### config.mk
export PLATFORM = sky130hd
export DESIGN_NAME = alu_arbiter_flat
export DESIGN_NICKNAME = d
export VERILOG_FILES = /design/src/rtl/alu_arbiter_if.sv /design/src/rtl/alu_arbiter.sv /design/src/flat_wrapper.sv
export SDC_FILE = /design/constraint.sdc
export NUM_CORES = 1
export LEC_CHECK = 0
export ABC_AREA = 1
export BUFFER_PORTS_ARGS = -buffer_cell sky130_fd_sc_hd__buf_2
export CORE_MARGIN = 2
export CORE_UTILIZATION = 41
export CTS_BUF_LIST = sky130_fd_sc_hd__clkbuf_2 sky130_fd_sc_hd__clkbuf_4 sky130_fd_sc_hd__clkbuf_8
export CTS_CLUSTER_DIAMETER = 30
export DETAILED_ROUTE_END_ITERATION = 6
export PLACE_DENSITY = 0.78
export SETUP_SLACK_MARGIN = 0.02
export SYNTH_ARGS = -nofsm -noshare
export SYNTH_HDL_FRONTEND = slang
export SYNTH_SLANG_ARGS = --single-unit
### constraint.sdc
create_clock -name clk -period 1.7 [get_ports clk]
set_clock_uncertainty 0.15 [all_clocks]
set_input_delay 0.085 -clock clk [delete_from_list [all_inputs] [get_ports clk]]
set_output_delay 0.085 -clock clk [all_outputs]
set_load 0.03 [all_outputs]
### src/rtl/alu_arbiter_if.sv
// Handshake and datapath bundle between the issue logic, alu_arbiter and the ALU pair.
// slave = arbiter view, master = surrounding logic (requesters plus ALU datapath).
interface alu_arbiter_if #(
  parameter int OPWIDTH = 4,
  parameter int DWIDTH  = 16
);
  logic               req0_valid;
  logic               req0_ready;
  logic [OPWIDTH-1:0] req0_opcode;
  logic [DWIDTH-1:0]  req0_a;
  logic [DWIDTH-1:0]  req0_b;
  logic               req1_valid;
  logic               req1_ready;
  logic [OPWIDTH-1:0] req1_opcode;
  logic [DWIDTH-1:0]  req1_a;
  logic [DWIDTH-1:0]  req1_b;
  logic [OPWIDTH-1:0] alu_opcode;
  logic [DWIDTH-1:0]  alu_a;
  logic [DWIDTH-1:0]  alu_b;
  logic [DWIDTH-1:0]  alu_result;
  logic [2:0]         alu_flags;
  logic               rsp_valid;
  logic               rsp_id;
  logic [DWIDTH-1:0]  rsp_result;
  logic [2:0]         rsp_flags;
  logic               busy;

  modport slave (
    input  req0_valid, req0_opcode, req0_a, req0_b,
    input  req1_valid, req1_opcode, req1_a, req1_b,
    input  alu_result, alu_flags,
    output req0_ready, req1_ready,
    output alu_opcode, alu_a, alu_b,
    output rsp_valid, rsp_id, rsp_result, rsp_flags, busy
  );

  modport master (
    output req0_valid, req0_opcode, req0_a, req0_b,
    output req1_valid, req1_opcode, req1_a, req1_b,
    output alu_result, alu_flags,
    input  req0_ready, req1_ready,
    input  alu_opcode, alu_a, alu_b,
    input  rsp_valid, rsp_id, rsp_result, rsp_flags, busy
  );
endinterface

### src/rtl/alu_arbiter.sv
// Two-requester arbiter in front of a shared ALU controller/datapath pair.
// Define ALU_ARB_FIXED_PRIO_EN for fixed req0 priority; default is round-robin.
`ifndef cCLR
`define cCLR    4'h0
`endif
`ifndef cADD_AB
`define cADD_AB 4'h1
`endif
`ifndef cSUB_AB
`define cSUB_AB 4'h2
`endif
`ifndef cMUL_AB
`define cMUL_AB 4'h3
`endif
`ifndef cCMP_AB
`define cCMP_AB 4'h4
`endif

module alu_arbiter #(
  parameter int OPWIDTH = 4,
  parameter int DWIDTH  = 16,
  parameter int ALU_LAT = 2,
  parameter int MUL_LAT = 4
) (
  input  logic          clk,
  input  logic          reset,
  alu_arbiter_if.slave  bus
);
  localparam int MAX_LAT = (ALU_LAT > MUL_LAT) ? ALU_LAT : MUL_LAT;
  localparam int CNT_W   = (MAX_LAT > 1) ? $clog2(MAX_LAT) : 1;
  localparam logic [OPWIDTH-1:0] OP_CLR  = OPWIDTH'(`cCLR);
  localparam logic [OPWIDTH-1:0] OP_MUL  = OPWIDTH'(`cMUL_AB);
  localparam logic [CNT_W-1:0]   CNT_ALU = CNT_W'(ALU_LAT - 1);
  localparam logic [CNT_W-1:0]   CNT_MUL = CNT_W'(MUL_LAT - 1);

  typedef enum logic [1:0] {IDLE, EXEC, RESP} state_t;

  state_t             state_reg;
  logic [CNT_W-1:0]   cnt_reg;
  logic [OPWIDTH-1:0] alu_opcode_reg;
  logic [DWIDTH-1:0]  alu_a_reg;
  logic [DWIDTH-1:0]  alu_b_reg;
  logic               rsp_valid_reg;
  logic               rsp_id_reg;
  logic [DWIDTH-1:0]  rsp_result_reg;
  logic [2:0]         rsp_flags_reg;
  logic               busy_reg;

  logic               grant_id;
  logic               accept;
  logic [OPWIDTH-1:0] sel_opcode;
  logic [DWIDTH-1:0]  sel_a;
  logic [DWIDTH-1:0]  sel_b;

`ifdef ALU_ARB_FIXED_PRIO_EN
  // req1 is only picked when req0 is absent.
  assign grant_id = !bus.req0_valid;
`else
  logic last_reg;
  assign grant_id = (bus.req0_valid && bus.req1_valid) ? !last_reg : bus.req1_valid;
`endif

  // Ready is a function of state and the two valids only.
  assign accept         = (state_reg == IDLE) && (bus.req0_valid || bus.req1_valid);
  assign bus.req0_ready = (state_reg == IDLE) && bus.req0_valid && !grant_id;
  assign bus.req1_ready = (state_reg == IDLE) && bus.req1_valid && grant_id;

  assign sel_opcode = grant_id ? bus.req1_opcode : bus.req0_opcode;
  assign sel_a      = grant_id ? bus.req1_a      : bus.req0_a;
  assign sel_b      = grant_id ? bus.req1_b      : bus.req0_b;

  always_ff @(posedge clk or posedge reset) begin
    if (reset) begin
      state_reg      <= IDLE;
      cnt_reg        <= '0;
      alu_opcode_reg <= OP_CLR;
      alu_a_reg      <= '0;
      alu_b_reg      <= '0;
      rsp_valid_reg  <= 1'b0;
      rsp_id_reg     <= 1'b0;
      rsp_result_reg <= '0;
      rsp_flags_reg  <= '0;
      busy_reg       <= 1'b0;
`ifndef ALU_ARB_FIXED_PRIO_EN
      last_reg       <= 1'b1;
`endif
    end else begin
      case (state_reg)
        IDLE: begin
          rsp_valid_reg <= 1'b0;
          if (accept) begin
            alu_opcode_reg <= sel_opcode;
            alu_a_reg      <= sel_a;
            alu_b_reg      <= sel_b;
            rsp_id_reg     <= grant_id;
            cnt_reg        <= (sel_opcode == OP_MUL) ? CNT_MUL : CNT_ALU;
            busy_reg       <= 1'b1;
            state_reg      <= EXEC;
`ifndef ALU_ARB_FIXED_PRIO_EN
            last_reg       <= grant_id;
`endif
          end
        end
        EXEC: begin
          if (cnt_reg != '0) begin
            cnt_reg <= cnt_reg - 1'b1;
          end else begin
            rsp_result_reg <= bus.alu_result;
            rsp_flags_reg  <= bus.alu_flags;
            alu_opcode_reg <= OP_CLR;
            rsp_valid_reg  <= 1'b1;
            state_reg      <= RESP;
          end
        end
        RESP: begin
          rsp_valid_reg <= 1'b0;
          busy_reg      <= 1'b0;
          state_reg     <= IDLE;
        end
        default: begin
          state_reg      <= IDLE;
          alu_opcode_reg <= OP_CLR;
          rsp_valid_reg  <= 1'b0;
          busy_reg       <= 1'b0;
        end
      endcase
    end
  end

  assign bus.alu_opcode = alu_opcode_reg;
  assign bus.alu_a      = alu_a_reg;
  assign bus.alu_b      = alu_b_reg;
  assign bus.rsp_valid  = rsp_valid_reg;
  assign bus.rsp_id     = rsp_id_reg;
  assign bus.rsp_result = rsp_result_reg;
  assign bus.rsp_flags  = rsp_flags_reg;
  assign bus.busy       = busy_reg;
endmodule
### src/flat_wrapper.sv
// flat-port wrapper written by rule: the top's interface ports become plain ports
module alu_arbiter_flat 
#(
  parameter int OPWIDTH = 4,
  parameter int DWIDTH  = 16,
  parameter int ALU_LAT = 2,
  parameter int MUL_LAT = 4
)
  (clk, reset, bus_req0_valid, bus_req0_opcode, bus_req0_a, bus_req0_b, bus_req1_valid, bus_req1_opcode, bus_req1_a, bus_req1_b, bus_alu_result, bus_alu_flags, bus_req0_ready, bus_req1_ready, bus_alu_opcode, bus_alu_a, bus_alu_b, bus_rsp_valid, bus_rsp_id, bus_rsp_result, bus_rsp_flags, bus_busy);
  alu_arbiter_if #(.OPWIDTH(OPWIDTH), .DWIDTH(DWIDTH)) bus_i ();
  input  logic clk;
  input  logic reset;
  input wire logic [$bits(bus_i.req0_valid)-1:0] bus_req0_valid;
  input wire logic [$bits(bus_i.req0_opcode)-1:0] bus_req0_opcode;
  input wire logic [$bits(bus_i.req0_a)-1:0] bus_req0_a;
  input wire logic [$bits(bus_i.req0_b)-1:0] bus_req0_b;
  input wire logic [$bits(bus_i.req1_valid)-1:0] bus_req1_valid;
  input wire logic [$bits(bus_i.req1_opcode)-1:0] bus_req1_opcode;
  input wire logic [$bits(bus_i.req1_a)-1:0] bus_req1_a;
  input wire logic [$bits(bus_i.req1_b)-1:0] bus_req1_b;
  input wire logic [$bits(bus_i.alu_result)-1:0] bus_alu_result;
  input wire logic [$bits(bus_i.alu_flags)-1:0] bus_alu_flags;
  output wire logic [$bits(bus_i.req0_ready)-1:0] bus_req0_ready;
  output wire logic [$bits(bus_i.req1_ready)-1:0] bus_req1_ready;
  output wire logic [$bits(bus_i.alu_opcode)-1:0] bus_alu_opcode;
  output wire logic [$bits(bus_i.alu_a)-1:0] bus_alu_a;
  output wire logic [$bits(bus_i.alu_b)-1:0] bus_alu_b;
  output wire logic [$bits(bus_i.rsp_valid)-1:0] bus_rsp_valid;
  output wire logic [$bits(bus_i.rsp_id)-1:0] bus_rsp_id;
  output wire logic [$bits(bus_i.rsp_result)-1:0] bus_rsp_result;
  output wire logic [$bits(bus_i.rsp_flags)-1:0] bus_rsp_flags;
  output wire logic [$bits(bus_i.busy)-1:0] bus_busy;
  assign bus_i.req0_valid = bus_req0_valid;
  assign bus_i.req0_opcode = bus_req0_opcode;
  assign bus_i.req0_a = bus_req0_a;
  assign bus_i.req0_b = bus_req0_b;
  assign bus_i.req1_valid = bus_req1_valid;
  assign bus_i.req1_opcode = bus_req1_opcode;
  assign bus_i.req1_a = bus_req1_a;
  assign bus_i.req1_b = bus_req1_b;
  assign bus_i.alu_result = bus_alu_result;
  assign bus_i.alu_flags = bus_alu_flags;
  assign bus_req0_ready = bus_i.req0_ready;
  assign bus_req1_ready = bus_i.req1_ready;
  assign bus_alu_opcode = bus_i.alu_opcode;
  assign bus_alu_a = bus_i.alu_a;
  assign bus_alu_b = bus_i.alu_b;
  assign bus_rsp_valid = bus_i.rsp_valid;
  assign bus_rsp_id = bus_i.rsp_id;
  assign bus_rsp_result = bus_i.rsp_result;
  assign bus_rsp_flags = bus_i.rsp_flags;
  assign bus_busy = bus_i.busy;
  alu_arbiter #(.OPWIDTH(OPWIDTH), .DWIDTH(DWIDTH), .ALU_LAT(ALU_LAT), .MUL_LAT(MUL_LAT)) u_core (.clk(clk), .reset(reset), .bus(bus_i));
endmodule
==> results.md, run 1 <==
- Status: finished with violations
- Failing checks: DRC, setup timing
- Minimum clock period after layout: between 1500 and 2000 ps
- Worst reg2reg path endpoint: u_core.bus.alu_b[3]
- Worst setup path start: u_core.last_reg
- Worst-path fanout max: 16
- Synth Area in Adders: less than 1%
- Reg2Reg Depth: 7
- Routed Wire Length: ~11 mm
- Highest clock rate: ~570 MHz
- Die area: about 0.0073 mm^2
- Syn Inst Count: approximately 330
- Worst relative slew slack: 77.6%
- Period utilisation layout: 104%
- Final Hold Vio Count: 0
- Critical Path AT: 1830 ps
- Vias per cell: around 5.1
- Largest net degree at the start of global routing: 64
- Xor and xnor area share after synthesis: 0%
- R2r setup slk: -60 ps
- Max-Cap Viols: 0
- Die W: 85.7 um
- Worst r2r src: u_core.last_reg
- Critical path endpoint category: flop
- CP Class: reg2reg
- Critical Path End: u_core.bus.alu_b[3]
- Synth warn: 0
- Top cells by area, synth: dfrtp_1 57%, nand2_1 15%, o21ai_0 7.5%, o21ai_1 5.5%, nor2_1 5.3%
- Row cnt: 29
- Syn_nets: roughly 430
- ANT nets after route: 0
- Hold crit path type: in2reg
- Mean Syn Cell Area: between 8 and 9 um^2
- Commonest non-fill, non-tap cells in the layout: 152 x buf_2, 106 x nand2_1, 89 x dlygate4sd3_1
- Detailed placement HPWL: roughly 5.3 mm
- Synth cell types: 18
- Post-route setup TNS: -107 ps
- RSZ-0062 raised after global routing: yes
- CTS root buffer: clkbuf_8
- Mux contribution to synthesized area: 0%
- Area grow syn2layout: 81.0%
- Worst Setup Start Kind: flop
- Worst-Skew Late Latency: about 330 ps
- CTS tree: yes
- Dpl ws: 146 ps
- Vias: 3,406
- Compound-Gate Fraction of Synth Area: ~14%
- Initial antenna violation count: 0
- Grt ovf: 0
- Pre-Repair DR Iteration Count: 7
- Synth Area in Simple Gates: 22.4%
- TritonCTS Buffers: 9
- Num ports: between 150 and 200
- First-pass GRT wire length: 16.4 mm
- Synth Cell Area: 0.00274 mm^2
- Slew Limit Fails: 0
- Clock Path Buffers: 2
- Peak supply drop: 0.00118 V
- Area share of the largest cell type after synthesis: 56.7%
- H-tree depth: 3
- Leading cell type in the layout, fill and taps excluded: buf_2
- Sequential fraction of the synthesis area: between 50% and 60%
- FF+latch count, synth: 63
- Critical Path RT: about 1800 ps
- Layout cells sized above 1: about a third
- Initial drt markers: roughly 310
- Power per cell area: 1820 mW/mm^2
- GPL Wtd Cong: around 0.84
- Initial core utilization: between 40 and 50%
- Hold_ws: 21.8 ps
- # setup viols final: 2
- Core region area: approximately 0.0064 mm^2
- CTS sink cnt: 63
- Pleak: roughly 2.6 nW
- Worst setup margin: -61.5 ps
- DP Cell Count: about 560
- Largest family of logic cells by synthesized area: simple AND/OR/NAND/NOR gates
- FILL cells: between 400 and 500
- Cell Count, Final, Fillers Out: 670
- PortBufs: around 150
- # diodes: 0
- Clk slew on worst S/H paths: about 80 ps
- Overall routing resource usage: 28.9%
- Reg area: ~0.0016 mm^2
- Layout Utilization: about 78%
- Drc violations: 1
- Die Ht: between 80 and 90 um
- Drt wl/cell: 16.1 um
- Multi-input logic area: roughly 0.0010 mm^2
- Yosys top cell by area: dfrtp_1
- Number of global-route vias before repair: roughly 3.5k
- Nets: between 600 and 700
- Least-Margin Pin Slew: between 300 and 400 ps
## synthesized netlist by cell type
| cell type | number |
|---|---|
| nor3_1 | 1 |
| buf_2 | 12 |
| buf_4 | 1 |
| o21ai_0 | 41 |
| dfrtp_1 | 62 |
| nor2_1 | 39 |
| dfstp_2 | 1 |
| inv_2 | 2 |
| nand2_1 | 109 |
| nand3_1 | 8 |
| clkbuf_1 | 3 |
| o21ai_1 | 30 |
| nor2_2 | 2 |
| a21oi_4 | 1 |
| ha_1 | 1 |
| a21oi_1 | 2 |
| inv_1 | 16 |
| clkbuf_2 | 1 |
## area by class of cell
type / instances / area share, %
timing repair buffer: 262 / 38.6
sequential: 63 / 31.9
multi-input combinational: 234 / 21.0
clock buffer: 14 / 3.76
tap: 77 / 1.94
inverter: 18 / 1.54
clock inverter: 2 / 1.21
## through the flow
| stage | power (W) | instance area (um^2) |
|---|---|---|
| 6_report | 0.00901 | 4950 |
| 5_1_grt | 0.00955 | 4950 |
| 4_1_cts | 0.00873 | 4880 |
| 3_5_place_dp | 0.00689 | 3630 |
| 3_3_place_gp | 0.00677 | 3630 |
| 2_1_floorplan | 0.00553 | 2750 |
## logic make-up (layout without fill, tap and decap cells)
group | Yosys count | in the layout
AOI/OAI and AO/OA | 74 | 74
DFF | 63 | 63
buffers and inverters | 35 | 296
adders and majority gates | 1 | 1
and+or+nand+nor | 159 | 159
## routing by layer
layer | vias to the layer above | wire (um) | global-route usage [%]
met3 | 45 | 662 | 4.23
met2 | 186 | 5780 | 54.5
met5 | - | 0 | 0
met1 | 1604 | 3870 | 31.0
met4 | 0 | 480 | 15.2
li1 | 1571 | - | -
## repair_timing
action | in CTS | in global routing
resized for setup | 12 | 20
pin swaps | 2 | 1
gates cloned | 1 | 1
setup endpoints to repair | 2 | 25
hold endpoints to repair | 118 | 0
hold buffers | 89 | 0
setup buffers | 4 | 4
## how the worst min path moves through the flow
stage	end	startpoint	slack, ps	depth (start not counted)
floorplan	u_core.bus.rsp_flags[0]	bus_alu_flags[0]	50	2
global placement	u_core.bus.alu_opcode[3]	reset	50	3
detailed placement	u_core.bus.alu_opcode[3]	reset	50	3
CTS	u_core.bus.alu_opcode[2]	bus_req1_opcode[2]	7	5
global route	u_core.bus.alu_opcode[2]	bus_req1_opcode[2]	50	5
finish	u_core.bus.alu_opcode[2]	bus_req1_opcode[2]	20	5
## worst max-delay path, stage by stage, from the launching register on
cell,delay [ps]
dfstp_2,560
nand2_4,80
nand2_8,90
inv_6,40
buf_4,120
bufbuf_16,280
o21ai_0,220
o21ai_0,110
## where the power goes
group	switching, W	internal, W
combinational	0.00321	0.00155
sequential	0.000406	0.00227
clock	0.000574	0.00100
total	0.00419	0.00482
Power figures use the tool's default switching activity.
==> run 2, diff against run 1 <==
==> constraint.sdc (replaced) <==
create_clock -name clk -period 1.7 [get_ports clk]
set_clock_uncertainty 0.15 [all_clocks]
set_input_delay 0.255 -clock clk [delete_from_list [all_inputs] [get_ports clk]]
set_output_delay 0.255 -clock clk [all_outputs]
set_load 0.03 [all_outputs]
==> run 2 against run 1 <==
The flow finishes with violations (setup timing). Register-to-register slack better by 210 ps. Critical path depth is 2 lower. Combinational power is 9.3% lower. Total power is 6.2% lower. Sequential power hardly changed. Cell count is 11% lower. Wire length is 28% lower.
==> results.md, run 2 (same netlist as run 1, synthesis figures left out) <==
- Status: finished with violations
- Failing checks: setup timing
- Number of global-route vias before repair: 2,668 (-23%)
- ANT nets after route: 0 (unchanged)
- Drc violations: 0 (-1)
- Reg2Reg Depth: 8 (+1)
- Vias per cell: 4.76 (-6.3%)
- # diodes: 0 (unchanged)
- Vias: 2,839 (-17%)
- Total power: 0.00844 W (-6.2%)
- Overall routing resource usage: 21.5% (-7.4 points)
- Detailed placement HPWL: 5.22 mm (-1.5%)
- Worst Setup Start Kind: flop
- Grt ovf: 0 (unchanged)
- Die W: 85.7 um (unchanged)
- Power per cell area: 2040 mW/mm^2 (+12%)
- CP cell instances: nand2_4, nand2_4, inv_2, nor3_2, buf_4
- Pre-Repair DR Iteration Count: 4 (-3)
- RSZ-0062 raised after global routing: yes
- CP most frequent cell: nand2_4
- Clock Path Buffers: 2 (unchanged)
- PortBufs: 154 (unchanged)
- Peak supply drop: 0.000955 V (-19%)
- TritonCTS Buffers: 9 (unchanged)
- Row cnt: 29 (unchanged)
- Area grow syn2layout: 51.0%
- Worst r2r src: u_core.last_reg
- Worst-path fanout max: 3 (-13)
- Clk slew on worst S/H paths: 80 ps (about the same)
- Die area: 0.00734 mm^2 (unchanged)
- Max-Cap Viols: 0 (unchanged)
- CP Class: reg2out
- Critical Path AT: 1330 ps (-500 ps)
- Worst relative slew slack: 67.8% (-9.8 points)
- Routed Wire Length: 7.76 mm (-28%)
- Critical Path RT: 1290 ps (-480 ps)
- Commonest non-fill, non-tap cells in the layout: 152 x buf_2, 106 x nand2_1, 62 x dfrtp_1
- Final Hold Vio Count: 0 (unchanged)
- H-tree depth: 3 (unchanged)
- Max incr delay on CP: 560 ps (about the same)
- Largest net degree at the start of global routing: 64 (unchanged)
- Layout cells sized above 1: 38.0% (+3.9 points)
- Highest clock rate: 575 MHz (+1.3%)
- Die Ht: 85.7 um (unchanged)
- Leading cell type in the layout, fill and taps excluded: buf_2
- Initial antenna violation count: 0 (unchanged)
- CTS root buffer: clkbuf_8
- Critical path endpoint category: output pin
- Min-Delay Endpoint: u_core.bus.alu_a[8]
- R2r setup slk: 150 ps (+210 ps)
- Slew Limit Fails: 0 (unchanged)
- Worst reg2reg path endpoint: u_core.cnt_reg[1]
- CP max-delay cell: dfstp_2
- Hold Crit Start: bus_req1_a[8]
- Worst Hold Depth: 3 (-2)
- GPL Wtd Cong: 0.783 (-6.7%)
- Minimum clock period after layout: 1740 ps (-22.9 ps)
- First-pass GRT wire length: 12.5 mm (-24%)
- Drt wl/cell: 13.0 um (-19%)
- Nets: 610 (-11%)
- Least-Margin Pin Slew: 478 ps (+142 ps)
- CTS sink cnt: 63 (unchanged)
- Hold crit path type: in2reg
- # setup viols final: 1 (-1)
- CTS tree: yes
- Worst-Skew Late Latency: 320 ps (about the same)
- Initial drt markers: 119 (-61%)
- Core region area: 0.00639 mm^2 (unchanged)
- Hold_ws: 32.7 ps (+10.9 ps)
- Pleak: 2.26 nW (-13%)
- Worst setup path start: u_core.last_reg
- Initial core utilization: 42.8% (unchanged)
- Period utilisation layout: 102% (-1.3 points)
- Worst setup margin: -38.6 ps (+22.9 ps)
- Num ports: 155 (unchanged)
- Post-route setup TNS: -38.6 ps (+68.0 ps)
[run 2: cell types whose count changed in the layout (fill, tap and decap cells not counted), moves of 2 or more]
cell / change
o21ai_1: -12
dlygate4sd3_1: -69
buf_4: -2
o21ai_0: +13
clkbuf_8: -2
buf_12: -2
[run 2: power by group]
| part | leakage, nW | switching (W) | internal (W) |
|---|---|---|---|
| sequential | 0.766 | 0.000374 | 0.00226 |
| clock | 0.120 | 0.000561 | 0.000938 |
| combinational | 1.37 | 0.00298 | 0.00133 |
| total | 2.26 | 0.00391 | 0.00453 |
[run 2: cell type report]
cell class                 count  area [um^2]
fill                         544         2250
sequential                    63         1580
clock buffer                  13          166
inverter                      18         71.3
multi-input combinational    234         1030
tap                           77         96.3
clock inverter                 3         65.1
timing repair buffer         188         1120
[run 2: through the flow]
step,cell area [um^2],utilization (%),setup WS [ps],std cells
5_1_grt,4130,64.7,-91.4,596
3_3_place_gp,3640,57.0,165,556
4_1_cts,4100,64.2,-89.1,594
6_report,4130,64.7,-38.6,596
2_1_floorplan,2750,-,-15.0,332
3_5_place_dp,3640,57.0,93.5,556
[run 2: worst max-delay path by stage]
stage	end	slack [ps]	depth (start not counted)
floorplan	bus_req0_ready	-10	5
global placement	u_core.bus.alu_a[13]	160	6
detailed placement	u_core.bus.alu_a[9]	90	6
CTS	bus_req1_ready	-90	4
global route	bus_req0_ready	-90	5
finish	bus_req0_ready	-40	5
[run 2: timing repair]
item / in CTS / in global routing
hold buffers: 20 / 0
gates resized for setup: 5 / 5
pin swaps: 1 / 2
endpoints found under the hold margin: 81 / 0
buffers inserted: 2 / 2
endpoints found under the setup margin: 2 / 4
cloned: 0 / 0
[run 2: per-layer routing]
metal / global-route usage (%) / share of wire (%)
met1: 26.7 / 42
met5: 0 / 0
met3: 4.14 / 4.9
met4: 9.09 / 1.9
met2: 36.6 / 52
[run 2: critical path: cells and delay by family, from the launching register on]
kind | cells | cell delay [ps]
buf+inv | 2 | 230
flops | 1 | 560
simple gates | 3 | 220
